File: src/rtl/asic_unlock_seq.sv
// Plus-ASIC lock/unlock sequence detector: snoops CPU I/O writes to the CRTC-select page,
// tracks sync + sequence + key, and drives the ASIC page unlock plus relock/timeout pulses.
module asic_unlock_seq #(
  parameter int                   SEQ_LEN    = 13,
  parameter logic [SEQ_LEN*8-1:0] SEQ        = 104'hFF77B351A8D46239_9C462B158A,
  parameter logic [7:0]           UNLOCK_KEY = 8'hCD,
  parameter logic [7:0]           ADDR_HI    = 8'hBC,
  parameter int                   TIMEOUT    = 0,
  parameter int                   CNT_W      = 8
) (
  input  logic             clk_sys,
  input  logic             reset,
  input  logic             enable,
  input  logic [15:0]      cpu_addr,
  input  logic [7:0]       cpu_data_in,
  input  logic             cpu_wr,
  output logic             unlocked,
  output logic             unlock_pulse,
  output logic             lock_pulse,
  output logic             timeout_pulse,
  output logic [4:0]       seq_pos,
  output logic [CNT_W-1:0] key_cnt
);

  localparam int               TO_W     = (TIMEOUT > 1) ? $clog2(TIMEOUT + 1) : 1;
  localparam logic [TO_W-1:0]  TO_LAST  = TO_W'((TIMEOUT > 0) ? (TIMEOUT - 1) : 0);
  localparam logic [4:0]       LAST_IDX = 5'(SEQ_LEN - 1);
  localparam logic [4:0]       KEY_POS  = 5'(SEQ_LEN + 2);

  typedef enum logic [1:0] {
    S_IDLE  = 2'd0,
    S_ARMED = 2'd1,
    S_MATCH = 2'd2,
    S_KEY   = 2'd3
  } state_t;

  state_t           state_q, state_d;
  logic [4:0]       idx_q, idx_d;
  logic [4:0]       pos_q, pos_d;
  logic             unlocked_q, unlocked_d;
  logic             unlock_pulse_q, unlock_pulse_d;
  logic             lock_pulse_q, lock_pulse_d;
  logic             timeout_pulse_q, timeout_pulse_d;
  logic [CNT_W-1:0] key_cnt_q, key_cnt_d;
  logic [TO_W-1:0]  tmo_q, tmo_d;
  logic             wr_q, wr_d;
  logic             ev;
  logic             addr_lo_unused;

  // Byte i of the sequence, byte 0 held in the MSBs.
  function automatic logic [7:0] seq_byte(input logic [4:0] i);
    logic [SEQ_LEN*8-1:0] sh;
    sh = SEQ << {i, 3'b000};
    return sh[SEQ_LEN*8-1 -: 8];
  endfunction

  assign addr_lo_unused = ^cpu_addr[7:0];
  assign wr_d = cpu_wr;
  // One event per strobe: only the rising edge of the write level qualifies.
  assign ev   = enable & cpu_wr & ~wr_q & (cpu_addr[15:8] == ADDR_HI);

  always_comb begin
    state_d         = state_q;
    idx_d           = idx_q;
    unlocked_d      = unlocked_q;
    unlock_pulse_d  = 1'b0;
    lock_pulse_d    = 1'b0;
    timeout_pulse_d = 1'b0;
    key_cnt_d       = key_cnt_q;
    tmo_d           = tmo_q;
    pos_d           = pos_q;

    if (!enable) begin
      state_d    = S_IDLE;
      idx_d      = 5'd0;
      unlocked_d = 1'b0;
      tmo_d      = {TO_W{1'b0}};
    end else if (ev) begin
      tmo_d = {TO_W{1'b0}};
      case (state_q)
        S_IDLE: begin
          state_d = (cpu_data_in != 8'h00) ? S_ARMED : S_IDLE;
        end
        S_ARMED: begin
          if (cpu_data_in == 8'h00) begin
            state_d = S_MATCH;
            idx_d   = 5'd0;
          end else begin
            state_d = S_ARMED;
          end
        end
        S_MATCH: begin
          if (cpu_data_in == seq_byte(idx_q)) begin
            if (idx_q == LAST_IDX) begin
              state_d = S_KEY;
              idx_d   = 5'd0;
            end else begin
              idx_d = idx_q + 5'd1;
            end
          end else if (cpu_data_in != 8'h00) begin
            state_d = S_ARMED;
            idx_d   = 5'd0;
          end else if (idx_q != 5'd0) begin
            idx_d = 5'd0;
          end else begin
            state_d = S_IDLE;
          end
        end
        S_KEY: begin
          if (cpu_data_in == UNLOCK_KEY) begin
            unlocked_d     = 1'b1;
            unlock_pulse_d = 1'b1;
          end else begin
            unlocked_d   = 1'b0;
            lock_pulse_d = 1'b1;
          end
          if (key_cnt_q != {CNT_W{1'b1}}) begin
            key_cnt_d = key_cnt_q + CNT_W'(1);
          end else begin
            key_cnt_d = key_cnt_q;
          end
          state_d = (cpu_data_in != 8'h00) ? S_ARMED : S_IDLE;
          idx_d   = 5'd0;
        end
        default: begin
          state_d = S_IDLE;
          idx_d   = 5'd0;
        end
      endcase
    end else if ((TIMEOUT > 0) && (state_q != S_IDLE)) begin
      // Idle gap mid-sequence: abort once TIMEOUT cycles pass with no event.
      if (tmo_q == TO_LAST) begin
        state_d         = S_IDLE;
        idx_d           = 5'd0;
        tmo_d           = {TO_W{1'b0}};
        timeout_pulse_d = 1'b1;
      end else begin
        tmo_d = tmo_q + TO_W'(1);
      end
    end else begin
      tmo_d = {TO_W{1'b0}};
    end

    case (state_d)
      S_IDLE:  pos_d = 5'd0;
      S_ARMED: pos_d = 5'd1;
      S_MATCH: pos_d = 5'd2 + idx_d;
      S_KEY:   pos_d = KEY_POS;
      default: pos_d = 5'd0;
    endcase
  end

  // All state and registered outputs.
  always_ff @(posedge clk_sys or posedge reset) begin
    if (reset) begin
      state_q         <= S_IDLE;
      idx_q           <= 5'd0;
      pos_q           <= 5'd0;
      unlocked_q      <= 1'b0;
      unlock_pulse_q  <= 1'b0;
      lock_pulse_q    <= 1'b0;
      timeout_pulse_q <= 1'b0;
      key_cnt_q       <= {CNT_W{1'b0}};
      tmo_q           <= {TO_W{1'b0}};
      wr_q            <= 1'b0;
    end else begin
      state_q         <= state_d;
      idx_q           <= idx_d;
      pos_q           <= pos_d;
      unlocked_q      <= unlocked_d;
      unlock_pulse_q  <= unlock_pulse_d;
      lock_pulse_q    <= lock_pulse_d;
      timeout_pulse_q <= timeout_pulse_d;
      key_cnt_q       <= key_cnt_d;
      tmo_q           <= tmo_d;
      wr_q            <= wr_d;
    end
  end

  assign unlocked      = unlocked_q;
  assign unlock_pulse  = unlock_pulse_q;
  assign lock_pulse    = lock_pulse_q;
  assign timeout_pulse = timeout_pulse_q;
  assign seq_pos       = pos_q;
  assign key_cnt       = key_cnt_q;

endmodule

File: config.mk
export PLATFORM = sky130hd
export DESIGN_NAME = asic_unlock_seq
export DESIGN_NICKNAME = d
export VERILOG_FILES = /design/src/rtl/asic_unlock_seq.sv
export SDC_FILE = /design/constraint.sdc
export NUM_CORES = 1
export LEC_CHECK = 0
export BUFFER_PORTS_ARGS = -buffer_cell sky130_fd_sc_hd__buf_2
export CORE_ASPECT_RATIO = 2
export CORE_MARGIN = 2
export CORE_UTILIZATION = 54
export DETAILED_ROUTE_END_ITERATION = 8
export PLACE_DENSITY = 0.87
export SETUP_SLACK_MARGIN = 0.5
export SLEW_MARGIN = 10
export SYNTH_ARGS = -nofsm -noshare
export SYNTH_HDL_FRONTEND = slang
export SYNTH_SLANG_ARGS = --single-unit
File: constraint.sdc
create_clock -name clk_sys -period 4 [get_ports clk_sys]
set_clock_uncertainty 0.2 [all_clocks]
set_input_delay 0.4 -clock clk_sys [delete_from_list [all_inputs] [get_ports clk_sys]]
set_output_delay 0.4 -clock clk_sys [all_outputs]
set_load 0.05 [all_outputs]
After elaboration in Yosys (flattened, before gate mapping)
Cells that the tools add are included.
Cells by class
  multiply operators: 0
  magnitude comparators: 0
  divide/modulo/power cells: 0
  $add $sub $neg: 3
  reductions and logical operators: 8
  equal/unequal tests: 13
  multiplexer cells: 29
  bitwise logic cells: 4
  shift operators: 1
Operators with widths (number)
  $shl A104 B8 Y104 const A: 1
  $mux W5: 7
  $pmux W5 S4: 1
  $eq A8 B8 Y1 const B: 2
  $pmux W5 S3: 1
  $mux W2: 7
  $mux W1: 12
  $add A8 B1 Y8 const B: 1
  $eq A2 B2 Y1 const B: 4
  $eq A8 B8 Y1: 1
  $logic_not A8 Y1: 1
  $ne A8 B8 Y1 const B: 1
  $reduce_bool A8 Y1: 1
  $pmux W2 S3: 1
  $add A2 B5 Y5 const A: 1
  $add A5 B1 Y5 const B: 1
  $eq A5 B4 Y1 const B: 1
  $reduce_bool A5 Y1: 1
  $eq A2 B1 Y1 const B: 2
  $logic_not A2 Y1: 2
  $ne A2 B1 Y1 const B: 2
  $reduce_and A4 Y1: 1
  $and A1 B1 Y1: 3
  $reduce_and A2 Y1: 1
  2 further kinds: 2
Storage, ports and cells
  input bits: 28
  output and inout port bits: 17
  RAM bits: 0
  logic and storage cells: 66
  bits in registers: 24
  memories: 0
  bits in read-only memories: 0
  latch bits: 0

Logic depth before layout (Yosys ltp)
  word-level depth: 9
  gate-level depth with buffers: 13
  mapped depth without buffers: 13

Least setup slack after synthesis
No wires, ideal clock.
  path kind: register to register
  start: reg idx_q[0]
  end: reg pos_q[4] (netlist: seq_pos[4])
  stages on the path, launching flop included: 11
  arrival: 2851 ps
  required time: 3695 ps
  library setup time: 105 ps
  path buffers: 0
  clock period less this slack: 3156 ps
  setup slack: 844 ps
  cell sequence: dfrtp_1 -> inv_1 -> ha_1 -> nor3b_2 -> o211ai_1 -> nor4b_1 -> a211o_1 -> a211o_1 -> o31a_1 -> o32ai_2 -> nor4b_1
On the way
  word-level cells in the longest chain between the ends: 9
  elaborated cells on any way between the ends: 26
  those cells by class: 2 x add/sub; 5 x eq/ne; 1 x shift; 16 x mux; 2 x reduce/logical
RTL lines
  start: declaration: line 38  | logic [4:0] idx_q, idx_d;
  start signal: assignment: line 168  | idx_q <= idx_d;
  branches (longest 8 deep; another with $add A2 B5 Y5)
  $pmux W5 S4 (*): line 144  | case (state_d)
  named net pos_d[4]: line 39  | logic [4:0] pos_q, pos_d;
  end signal: assignment: line 169  | pos_q <= pos_d;
  end: declaration: line 39
Mark *: on every way through the listed nets, which the timed path passes.
A chain may end at the register's enable or synchronous reset.

Final worst setup path
Same ends and word-level chain as after synthesis.

==> results by group <==
Global route
  – Vias in the first global route: 1592
  – Maximum number of pins on one net before global-route repair: 25
  – Number of antenna violations at the first check in global routing: 0
  – GRT Overall Usage: 0.227
  – Overflow after GRT: 0
  – Global-route wire length before repair: 6820 um

STA
  – Highest Clock Rate: 298 MHz
  – Final setup violation count: 0
  – Time the worst path needs with I/O delays and setup: 3350 ps
  – Portion of the clock cycle consumed by the worst path in the final layout: 0.838
  – Max-slew headroom: 0.420
  – Count of final max-slew check failures: 0
  – Worst-Margin Slew: 869 ps
  – Hold_ws: 51.3 ps
  – Unrepaired setup endpoints after global routing: false
  – Fin Setup TNS: 0 ps
  – Final-report hold violation count: 0

Power
  – LEAKAGE: 1.01 nW
  – Worst supply voltage drop on vdd: 0.000217 V
  – Pwr dens: 203 nW/um^2

Yosys
  – Area leader, netlist: sky130_fd_sc_hd__dfrtp_1
  – EDFF count, synth: 0
  – Distinct cell type count after synthesis: 57
  – Flip-flop and latch count after synthesis: 24
  – Synthesized Nets: 246
  – Average cell area after synthesis: 9.17 um^2
  – Top flip-flop cell by instance count after synthesis: sky130_fd_sc_hd__dfrtp_1
  – Top-area cell type share of the netlist area: 0.320
  – Synth Warn #: 0
  – Share of synthesized area occupied by flip-flops and latches: 0.320
  – Cell with the most instances after synthesis: sky130_fd_sc_hd__dfrtp_1
  – Most frequent cells after synthesis: sky130_fd_sc_hd__dfrtp_1, sky130_fd_sc_hd__inv_1, sky130_fd_sc_hd__nor2_1
  – Proportion of register bits with asynchronous set or reset after synthesis: 1.00
  – Cells after Synth: 205
  – Synth area leaders: sky130_fd_sc_hd__dfrtp_1, sky130_fd_sc_hd__ha_1, sky130_fd_sc_hd__xnor2_1
  – Synthesized area: 1880 um^2

Flow run
  – Max-capacitance violation count: 0

Critical path
  – Largest stage delay, worst path: 620 ps
  – Critical Path, Cell by Cell: buf_4 > ha_1 > inv_1 > ha_1 > nor3_1 > a31oi_1 > xor2_1 > nand4b_1 > a2111oi_0 > a211oi_1 > nor4_1 > nor4b_1
  – Element type at the critical path end: register
  – Count of buffering cells on the critical path with inverters included: 2
  – CP delay by family, top: simple AND/OR/NAND/NOR gates
  – Required time at the endpoint of the critical path: 3940 ps
  – Slowest cell on the critical path: sky130_fd_sc_hd__a2111oi_0
  – Peak fanout along the critical path: 9
  – Worst endpoint data arrival time: 3290 ps
  – Worst path most repeated cell: sky130_fd_sc_hd__ha_1
  – Critical Path Source Type: register
  – CP Class: reg -> reg

Cells and area
  – Area grow syn2layout: 13.5%
  – Area occupied by registers: 603 um^2
  – Layout cells sized above 1: 0.249
  – Nets: 283
  – Antenna fix cells: 0
  – Combined area of the multi-input logic cells: 1160 um^2
  – Final-layout fill cell count: 290

Run status
  – Status: completed

Place
  – Placed wire-length estimate: 3460 um
  – Port Buffer Count: 35
  – Routability-driven placement congestion ratio: 0.980

Floorplanning
  – Total core area: 3380 um^2
  – Horizontal extent of the die: 45.7 um
  – Die Area: 4000 um^2
  – Chip height: 87.4 um
  – Std cell rows: 30
  – Top-level I/O count: 45
  – Starting utilization of the core area: 0.556

Routing
  – Iteration count of the initial detailed-routing pass: 4
  – DRT Wirelength: 4400 um
  – Antenna-violating nets left: 0
  – Number of vias per cell: 6.29
  – Drt wl/cell: 16.1 um
  – DRC Markers: 0
  – Drt first-iter violations: 65
  – Via total after detailed routing: 1717

Clock tree
  – Number of setup buffers added after CTS: 0
  – Clock latency at the later pin of the worst-skew pair: 260 ps
  – Hold bufs inserted after CTS: 0
  – Total clock sinks: 24
  – Root buf cell: sky130_fd_sc_hd__clkbuf_8
  – CTS tree: yes
  – Post-CTS resize count: 0
  – Number of buffers created by CTS: 3
  – CTS HTree Levels: 1
  – Max clock buf depth: 2
  – Clock-pin slew reported for the worst setup and hold paths after clock tree synthesis: 80 ps

Worst hold path
  – Class of the worst hold path: in -> reg
## registers in the layout, summed over array words and instances, names as in the netlist
signal,cells
lock_pulse,1
unlocked,1
key_cnt,8
idx_q,5
wr_q,1
state_q,2
unlock_pulse,1
seq_pos,5
## logic make-up (layout without fill, tap and decap cells)
kind of cell               Yosys count  count (layout)  synth area share
adders and majority gates           13              13            0.0866
and+or+nand+nor                     73              73             0.223
AOI/OAI and AO/OA                   50              50             0.200
muxes                                7               7            0.0473
other                                1               1           0.00200
buffers and inverters               25              61            0.0659
DFF                                 24              24             0.320
xor gates and xnor gates            12              12            0.0559
## power breakdown
part / internal, mW / switching, mW / total (mW)
clock network: 0.0877 / 0.0700 / 0.158
logic: 0.0128 / 0.0205 / 0.0333
registers: 0.243 / 0.000132 / 0.243
## stage by stage
step,util,cells,area [um^2],power (mW),setup WS [ps]
final,0.631,273,2130,0.434,650
after global routing,0.631,273,2130,0.449,510
after CTS,0.629,273,2120,0.437,656
after detailed placement,0.612,269,2070,0.281,686
after global placement,0.612,269,2070,0.280,811
after floorplan,-,205,1880,0.265,844
## placed cells by master (no fill, tap or decap), types with 3 or more instances in the layout
master	instances
sky130_fd_sc_hd__buf_4	4
sky130_fd_sc_hd__and3_1	8
sky130_fd_sc_hd__o21ai_0	3
sky130_fd_sc_hd__dfrtp_1	22
sky130_fd_sc_hd__nand2_1	11
sky130_fd_sc_hd__inv_1	18
sky130_fd_sc_hd__nor4_1	3
sky130_fd_sc_hd__buf_2	35
sky130_fd_sc_hd__nand4_1	4
sky130_fd_sc_hd__xnor2_1	8
sky130_fd_sc_hd__ha_1	13
sky130_fd_sc_hd__nor3_1	6
sky130_fd_sc_hd__a211o_1	3
sky130_fd_sc_hd__nand3_1	4
sky130_fd_sc_hd__a211oi_1	3
sky130_fd_sc_hd__a31oi_1	4
sky130_fd_sc_hd__nor2_1	18
sky130_fd_sc_hd__xor2_1	4
sky130_fd_sc_hd__clkbuf_8	4
sky130_fd_sc_hd__a21oi_1	11
sky130_fd_sc_hd__mux2i_1	4
## layer usage
| layer | share of wire | wire length (um) | track usage |
|---|---|---|---|
| met1 | 0.36 | 1580 | 0.229 |
| met3 | 0.027 | 118 | 0.0249 |
| met5 | 0 | 0 | 0 |
| met2 | 0.58 | 2550 | 0.421 |
| met4 | 0.035 | 156 | 0.119 |
## worst register-to-register path: cells and delay by family (launching register included)
kind,cells,cell delay [ps]
compound gates,3,900
xor+xnor,1,200
fa+ha+maj,2,380
buf+inv,2,240
flops,1,360
simple gates,4,950
## cell type report
class / count / area share
Clock buffer: 4 / 0.0258
Sequential cell: 24 / 0.283
Multi-Input combinational cell: 156 / 0.545
Timing Repair Buffer: 39 / 0.0962
Inverter: 18 / 0.0317
Tap cell: 32 / 0.0188
## worst paths after layout
check	slack [ps]	end	cells after the start	startpoint
worst max-delay path	650	seq_pos[4]$_DFF_PP0_	12	idx_q[0]$_DFF_PP0_
worst min-delay path	50	wr_q$_DFF_PP0_	1	cpu_wr
worst max register to register	650	seq_pos[4]$_DFF_PP0_	12	idx_q[0]$_DFF_PP0_
worst min register to register	300	key_cnt[6]$_DFFE_PP0P_	1	key_cnt[6]$_DFFE_PP0P_
max in group asynchronous	2900	idx_q[3]$_DFF_PP0_	2	reset
min in group asynchronous	110	seq_pos[1]$_DFF_PP0_	2	reset
(Power assumes the default switching activity.)
